**config.mk**
```make
export PLATFORM = sky130hd
export DESIGN_NAME = ps2_host_tx
export DESIGN_NICKNAME = d
export VERILOG_FILES = /design/src/rtl/ps2_host_tx.sv
export SDC_FILE = /design/constraint.sdc
export NUM_CORES = 1
export LEC_CHECK = 0
export CAP_MARGIN = 30
export CORE_MARGIN = 1
export CORE_UTILIZATION = 30
export DETAILED_ROUTE_END_ITERATION = 8
export GPL_TIMING_DRIVEN = 0
export HOLD_SLACK_MARGIN = 0.15
export SLEW_MARGIN = 20
export SYNTH_ARGS = -nofsm -noshare
export SYNTH_HDL_FRONTEND = slang
export SYNTH_SLANG_ARGS = --single-unit
```
**constraint.sdc**
```tcl
create_clock -name clk -period 3.9 [get_ports clk]
set_clock_uncertainty 0.15 [all_clocks]
set_input_delay 0.39 -clock clk [delete_from_list [all_inputs] [get_ports clk]]
set_output_delay 0.39 -clock clk [all_outputs]
set_load 0.05 [all_outputs]
```
**src/rtl/ps2_host_tx.sv**
```systemverilog
// Host-to-device PS/2 command transmitter: inhibits the bus, issues a request-to-send and shifts one byte out on the device's clock.
// Optional build macro PS2_CLK_FILTER_EN enables an 8-sample glitch filter on the device clock.
module ps2_host_tx #(
    parameter int INHIBIT_CYCLES       = 6000,
    parameter int START_TIMEOUT_CYCLES = 750000,
    parameter int XFER_TIMEOUT_CYCLES  = 100000
) (
    input  logic       clk,
    input  logic       reset,
    input  logic [7:0] tx_data,
    input  logic       tx_valid,
    output logic       tx_ready,
    output logic       tx_done,
    output logic       tx_error,
    output logic       rx_inhibit,
    input  logic       ps2_clk_in,
    input  logic       ps2_dat_in,
    output logic       ps2_clk_oe,
    output logic       ps2_dat_oe
);

    localparam int MAX_AB  = (INHIBIT_CYCLES > START_TIMEOUT_CYCLES) ? INHIBIT_CYCLES : START_TIMEOUT_CYCLES;
    localparam int MAX_CYC = (MAX_AB > XFER_TIMEOUT_CYCLES) ? MAX_AB : XFER_TIMEOUT_CYCLES;
    localparam int CNT_W   = $clog2(MAX_CYC + 1);

    localparam logic [CNT_W-1:0] CNT_MAX    = '1;
    localparam logic [CNT_W-1:0] INH_LAST   = CNT_W'(INHIBIT_CYCLES - 1);
    localparam logic [CNT_W-1:0] START_LAST = CNT_W'(START_TIMEOUT_CYCLES - 1);
    localparam logic [CNT_W-1:0] XFER_LAST  = CNT_W'(XFER_TIMEOUT_CYCLES - 1);

    typedef enum logic [3:0] {
        S_IDLE,
        S_INHIBIT,
        S_REQ,
        S_START,
        S_DATA,
        S_PARITY,
        S_STOP,
        S_WAIT_IDLE,
        S_DONE,
        S_ERR
    } state_t;

    state_t             r_state;
    state_t             w_state_nxt;
    logic               r_clk_oe;
    logic               r_dat_oe;
    logic               w_clk_oe_nxt;
    logic               w_dat_oe_nxt;
    logic [CNT_W-1:0]   r_cnt;
    logic [CNT_W-1:0]   w_cnt_nxt;
    logic [CNT_W-1:0]   r_xfer_cnt;
    logic [CNT_W-1:0]   w_xfer_nxt;
    logic [2:0]         r_idx;
    logic [2:0]         w_idx_nxt;
    logic               w_load;
    logic               w_xfer_to;
    logic [7:0]         r_data;
    logic               r_par;

    logic               r_clk_s1;
    logic               r_clk_s2;
    logic               r_dat_s1;
    logic               r_dat_s2;
    logic               r_clk_prev;
    logic               w_clk;
    logic               w_fall;

    // Synchronisers preset high so leaving reset never looks like a falling edge.
    always_ff @(posedge clk or negedge reset) begin
        if (!reset) begin
            r_clk_s1 <= 1'b1;
            r_clk_s2 <= 1'b1;
            r_dat_s1 <= 1'b1;
            r_dat_s2 <= 1'b1;
        end else begin
            r_clk_s1 <= ps2_clk_in;
            r_clk_s2 <= r_clk_s1;
            r_dat_s1 <= ps2_dat_in;
            r_dat_s2 <= r_dat_s1;
        end
    end

`ifdef PS2_CLK_FILTER_EN
    logic       r_clk_filt;
    logic [2:0] r_filt_cnt;

    // Filtered level flips only on the 8th consecutive sample that disagrees with it.
    always_ff @(posedge clk or negedge reset) begin
        if (!reset) begin
            r_clk_filt <= 1'b1;
            r_filt_cnt <= 3'd0;
        end else if (r_clk_s2 == r_clk_filt) begin
            r_filt_cnt <= 3'd0;
        end else if (r_filt_cnt == 3'd7) begin
            r_clk_filt <= r_clk_s2;
            r_filt_cnt <= 3'd0;
        end else begin
            r_filt_cnt <= r_filt_cnt + 3'd1;
        end
    end

    assign w_clk = r_clk_filt;
`else
    assign w_clk = r_clk_s2;
`endif

    always_ff @(posedge clk or negedge reset) begin
        if (!reset) begin
            r_clk_prev <= 1'b1;
        end else begin
            r_clk_prev <= w_clk;
        end
    end

    assign w_fall    = r_clk_prev & ~w_clk;
    assign w_xfer_to = (r_xfer_cnt >= XFER_LAST);

    always_ff @(posedge clk or negedge reset) begin
        if (!reset) begin
            r_state    <= S_IDLE;
            r_clk_oe   <= 1'b0;
            r_dat_oe   <= 1'b0;
            r_cnt      <= '0;
            r_xfer_cnt <= '0;
            r_idx      <= 3'd0;
        end else begin
            r_state    <= w_state_nxt;
            r_clk_oe   <= w_clk_oe_nxt;
            r_dat_oe   <= w_dat_oe_nxt;
            r_cnt      <= w_cnt_nxt;
            r_xfer_cnt <= w_xfer_nxt;
            r_idx      <= w_idx_nxt;
        end
    end

    always_ff @(posedge clk) begin
        if (w_load) begin
            r_data <= tx_data;
            r_par  <= ~^tx_data;
        end
    end

    // Line drivers are registered, so each data bit appears the cycle after the detected fall.
    always_comb begin
        w_state_nxt  = r_state;
        w_clk_oe_nxt = r_clk_oe;
        w_dat_oe_nxt = r_dat_oe;
        w_cnt_nxt    = (r_cnt == CNT_MAX) ? r_cnt : r_cnt + 1'b1;
        w_xfer_nxt   = (r_xfer_cnt == CNT_MAX) ? r_xfer_cnt : r_xfer_cnt + 1'b1;
        w_idx_nxt    = r_idx;
        w_load       = 1'b0;

        case (r_state)
            S_IDLE: begin
                w_clk_oe_nxt = 1'b0;
                w_dat_oe_nxt = 1'b0;
                w_cnt_nxt    = '0;
                w_xfer_nxt   = '0;
                if (tx_valid) begin
                    w_load       = 1'b1;
                    w_state_nxt  = S_INHIBIT;
                    w_clk_oe_nxt = 1'b1;
                end
            end
            S_INHIBIT: begin
                w_xfer_nxt = '0;
                if (r_cnt >= INH_LAST) begin
                    w_state_nxt  = S_REQ;
                    w_dat_oe_nxt = 1'b1;
                    w_cnt_nxt    = '0;
                end
            end
            S_REQ: begin
                w_state_nxt  = S_START;
                w_clk_oe_nxt = 1'b0;
                w_cnt_nxt    = '0;
                w_xfer_nxt   = '0;
            end
            S_START: begin
                w_xfer_nxt = '0;
                if (w_fall) begin
                    w_state_nxt  = S_DATA;
                    w_idx_nxt    = 3'd0;
                    w_dat_oe_nxt = ~r_data[0];
                end else if (r_cnt >= START_LAST) begin
                    w_state_nxt  = S_ERR;
                    w_clk_oe_nxt = 1'b0;
                    w_dat_oe_nxt = 1'b0;
                end
            end
            S_DATA: begin
                if (w_xfer_to) begin
                    w_state_nxt  = S_ERR;
                    w_clk_oe_nxt = 1'b0;
                    w_dat_oe_nxt = 1'b0;
                end else if (w_fall) begin
                    if (r_idx == 3'd7) begin
                        w_state_nxt  = S_PARITY;
                        w_dat_oe_nxt = ~r_par;
                    end else begin
                        w_idx_nxt    = r_idx + 3'd1;
                        w_dat_oe_nxt = ~r_data[r_idx + 3'd1];
                    end
                end
            end
            S_PARITY: begin
                if (w_xfer_to) begin
                    w_state_nxt  = S_ERR;
                    w_clk_oe_nxt = 1'b0;
                    w_dat_oe_nxt = 1'b0;
                end else if (w_fall) begin
                    w_state_nxt  = S_STOP;
                    w_dat_oe_nxt = 1'b0;
                end
            end
            S_STOP: begin
                if (w_xfer_to) begin
                    w_state_nxt  = S_ERR;
                    w_clk_oe_nxt = 1'b0;
                    w_dat_oe_nxt = 1'b0;
                end else if (w_fall) begin
                    w_state_nxt = r_dat_s2 ? S_ERR : S_WAIT_IDLE;
                end
            end
            S_WAIT_IDLE: begin
                w_clk_oe_nxt = 1'b0;
                w_dat_oe_nxt = 1'b0;
                if (w_xfer_to) begin
                    w_state_nxt = S_ERR;
                end else if (w_clk && r_dat_s2) begin
                    w_state_nxt = S_DONE;
                end
            end
            S_DONE: begin
                w_clk_oe_nxt = 1'b0;
                w_dat_oe_nxt = 1'b0;
                w_state_nxt  = S_IDLE;
            end
            S_ERR: begin
                w_clk_oe_nxt = 1'b0;
                w_dat_oe_nxt = 1'b0;
                w_state_nxt  = S_IDLE;
            end
            default: begin
                w_clk_oe_nxt = 1'b0;
                w_dat_oe_nxt = 1'b0;
                w_state_nxt  = S_IDLE;
            end
        endcase
    end

    assign tx_ready   = (r_state == S_IDLE);
    assign tx_done    = (r_state == S_DONE);
    assign tx_error   = (r_state == S_ERR);
    assign rx_inhibit = (r_state != S_IDLE);
    assign ps2_clk_oe = r_clk_oe;
    assign ps2_dat_oe = r_dat_oe;

endmodule
```
==> impl_metrics.tcl <==
set metrics [dict create \
    cts_inserted_buffers 9 \
    crit_fanout 9 \
    critPathCaptureType "primary output" \
    drive_gt1_share_pct 9.896 \
    wire_per_inst_um 14.07 \
    cp.arrival_ns 2.34 \
    syn_avg_cell_area_um2 9.805 \
    syn_area_mm2 0.003422 \
    yosysSeqAreaShare_pct 47.57 \
    whs_ns 0.2043 \
    final_nets 396 \
    yosysTopAreaCell "dfrtp_1" \
    die_area_mm2 0.01184 \
    rsz0062_at_grt "false" \
    layout.cells.non_filler 524 \
    m1WireLength_um 3694 \
    synth_nets 366 \
    max_freq_mhz 347.8 \
    p_clk_share_pct 33.6 \
    highest_layer "met4" \
    path_buf_inv 2 \
    vdd_drop_max_v 0.0005132 \
    critPathTopFamily "buffers and inverters" \
    crit_type "register to primary output" \
    hpwl_um 5071 \
    synth.area.top_cells "dfrtp_1 (36%), edfxtp_1 (7.9%), nor2_1 (5.7%), xnor2_1 (5.4%), dfstp_2 (3.8%)" \
    met3WireLength_um 281 \
    p_leak_uw 0.001661 \
    fp.dieW_um 108.8 \
    path_clk_slew_ns 0.05 \
    synth_cell_types 59 \
    worstHoldPathType "register to register" \
    ios 19 \
    dr_wl_met2_um 3342 \
    gp_congestion 0.8386 \
    timing.reg2reg.setup_slack_ns 1.16 \
    status "finished clean" \
    post_cts_buffers 0 \
    power.switching_uw 920.2 \
    cts_tree "built" \
    worst_path_max_delay_cell "clkdlybuf4s50_1" \
    drc_errors 0 \
    r2r-end "ps2_dat_oe$_DFFE_PN0P_" \
    routed_wl_um 7372 \
    endpoint "tx_ready" \
    core_mm2 0.01098 \
    cp-start-kind "register" \
    ant_nets 0 \
    grt_overflow_total 0 \
    worstMarginPinSlew_ns 0.7570 \
    relSlewSlack_pct 48.23 \
    clock_path_buffers 2 \
    antenna_cells 0 \
    intPower_uw 1677 \
    area_delta_synth_final_pct 20.11 \
    finalCritPeriodShare_pct 73.73 \
    grt_usage_pct 13.72 \
    power_density_mw_per_mm2 631.8 \
    crit_required_ns 3.36 \
    grt_max_degree 55 \
    ctsRootBufferMaster "clkbuf_16" \
    r2r_cells 7 \
    p_comb_share_pct 34.7 \
    synth_cells 349 \
    yosysMostFrequentCell "nor2_1" \
    ys_async_sr_fraction_pct 85.71 \
    period_minus_slack_ns 2.875 \
    dp.cells 507 \
    synth_edf_count 9 \
    placement.io_buffers 18 \
    synth_common_cells "nor2_1 (52), dfrtp_1 (49), nand2_1 (25), nand3_1 (21), xnor2_1 (21)" \
    cts_hold_buf 1 \
    rows 38 \
    n_fill_cell 1078 \
    start_util_pct 31.16 \
    crit_path_cell_trace "nor2_1 > nand2_1 > inv_1 > clkdlybuf4s50_1" \
    finalHoldViolations 0 \
    ys_ff_latch 63 \
    hold_start "r_clk_s1$_DFF_PN1_" \
    slowest_delay_ns 0.80 \
    clock-sinks 63 \
    synth_flop_cell "dfrtp_1" \
    cp_num_cells 4 \
    max_cap_violations 0 \
    first_iter_violations 128 \
    synth_top_area_share_pct 35.83 \
    drt_pass1_iterations 4 \
    critPathLaunch "r_state[2]$_DFFE_PN0P_" \
    finalSetupTns_ns 0 \
    grt_pass1_vias 2613 \
    p_seq_share_pct 31.7 \
    post_cts_resized 0 \
    setup_viol 0 \
    clock_latency_ns 0.32 \
    via_per_inst 5.120 \
    slew_viol_final 0 \
    h-tree-depth 3 \
    die_y_um 108.8 \
    rr_startpoint "r_cnt[0]$_DFF_PN0_" \
    vias 2683 \
    grt_pass1_wl_um 12540 \
    antenna_found_initial 0 \
    yosysWarnings 0 \
    swShare_pct 35.44 \
]
==> routing by layer <==
layer | up-vias | GRT usage (%)
met5 | - | 0
met4 | 0 | 5.792
met3 | 4 | 3.108
met2 | 48 | 20.75
met1 | 1305 | 18.81
li1 | 1326 | -
==> power by group through the flow <==
stage | clock (uW) | sequential, uW | combinational (uW)
after floorplan | 0 | 843 | 635
after global placement | 0 | 832 | 891
after detailed placement | 0 | 834 | 900
after CTS | 888 | 824 | 905
after global routing | 918 | 836 | 1000
final | 873 | 823 | 901
==> worst min path at each step <==
stage                             endpoint  cells past startpoint  slack (ns)
global placement        r_clk_s2$_DFF_PN1_                      0        0.20
detailed placement      r_clk_s2$_DFF_PN1_                      0        0.20
global route            r_clk_s2$_DFF_PN1_                      0        0.21
finish                  r_clk_s2$_DFF_PN1_                      0        0.20
floorplan           ps2_clk_oe$_DFFE_PN0P_                      0       -0.06
CTS                     r_clk_s2$_DFF_PN1_                      0        0.21
==> sequential cells by signal (all words and copies together), names as in the netlist <==
signal,cells
r_clk_s2,1
r_data,8
r_clk_prev,1
r_par,1
r_cnt,20
r_idx,3
r_xfer_cnt,20
r_dat_s2,1
r_state,4
ps2_dat_oe,1
r_dat_s1,1
r_clk_s1,1
ps2_clk_oe,1
==> worst register-to-register path: cells and delay by family, from the launching register on <==
family	cells	cell delay, ns
adders and majority gates	1	0.28
AOI/OAI and AO/OA	3	1.14
muxes	1	0.37
DFF	1	0.42
and+or+nand+nor	2	0.29
==> through the flow <==
stage	utilization, %	setup WS [ns]	power, uW	area, um2
6_report	37.42	1.025	2597	4110
5_1_grt	37.42	0.8602	2754	4110
4_1_cts	37.42	1.018	2617	4110
3_5_place_dp	34.37	1.172	1734	3775
3_3_place_gp	34.39	0.6060	1723	3777
2_1_floorplan	-	1.453	1478	3422
==> layout make-up <==
cell class              instances  area (um2)  area share (%)
multi-input cells             264        1703           41.43
flip-flops and latches         63        1628           39.60
clock buffers                  13       260.3           6.332
repair buffers                 19       187.7           4.566
well taps                     140       175.2           4.262
clock inverters                 3       65.06           1.583
plain buffers                  12       53.80           1.309
inverters                      10       37.54          0.9132
==> kinds of logic after synthesis <==
logic type                 count (synthesis)  synth area share [%]
AOI/OAI and AO/OA                         54                 11.48
xor gates and xnor gates                  36                 9.214
adders and majority gates                  4                 1.463
buffers and inverters                     22                 2.669
DFF                                       63                 47.57
muxes                                      6                 2.194
and+or+nand+nor                          164                 25.41
==> cells in the final DEF (no fill, tap or decap), types with 9 or more instances in the layout <==
| cell | n |
|---|---|
| nand4_1 | 14 |
| a21oi_1 | 11 |
| clkdlybuf4s50_1 | 17 |
| nand2_1 | 25 |
| clkbuf_1 | 11 |
| inv_1 | 10 |
| edfxtp_1 | 9 |
| xor2_1 | 15 |
| clkbuf_16 | 9 |
| xnor2_1 | 21 |
| dfrtp_1 | 49 |
| nand3_1 | 21 |
| nor2_1 | 52 |
| nor3_1 | 12 |
Note: power is estimated with default switching activity, not from simulation.
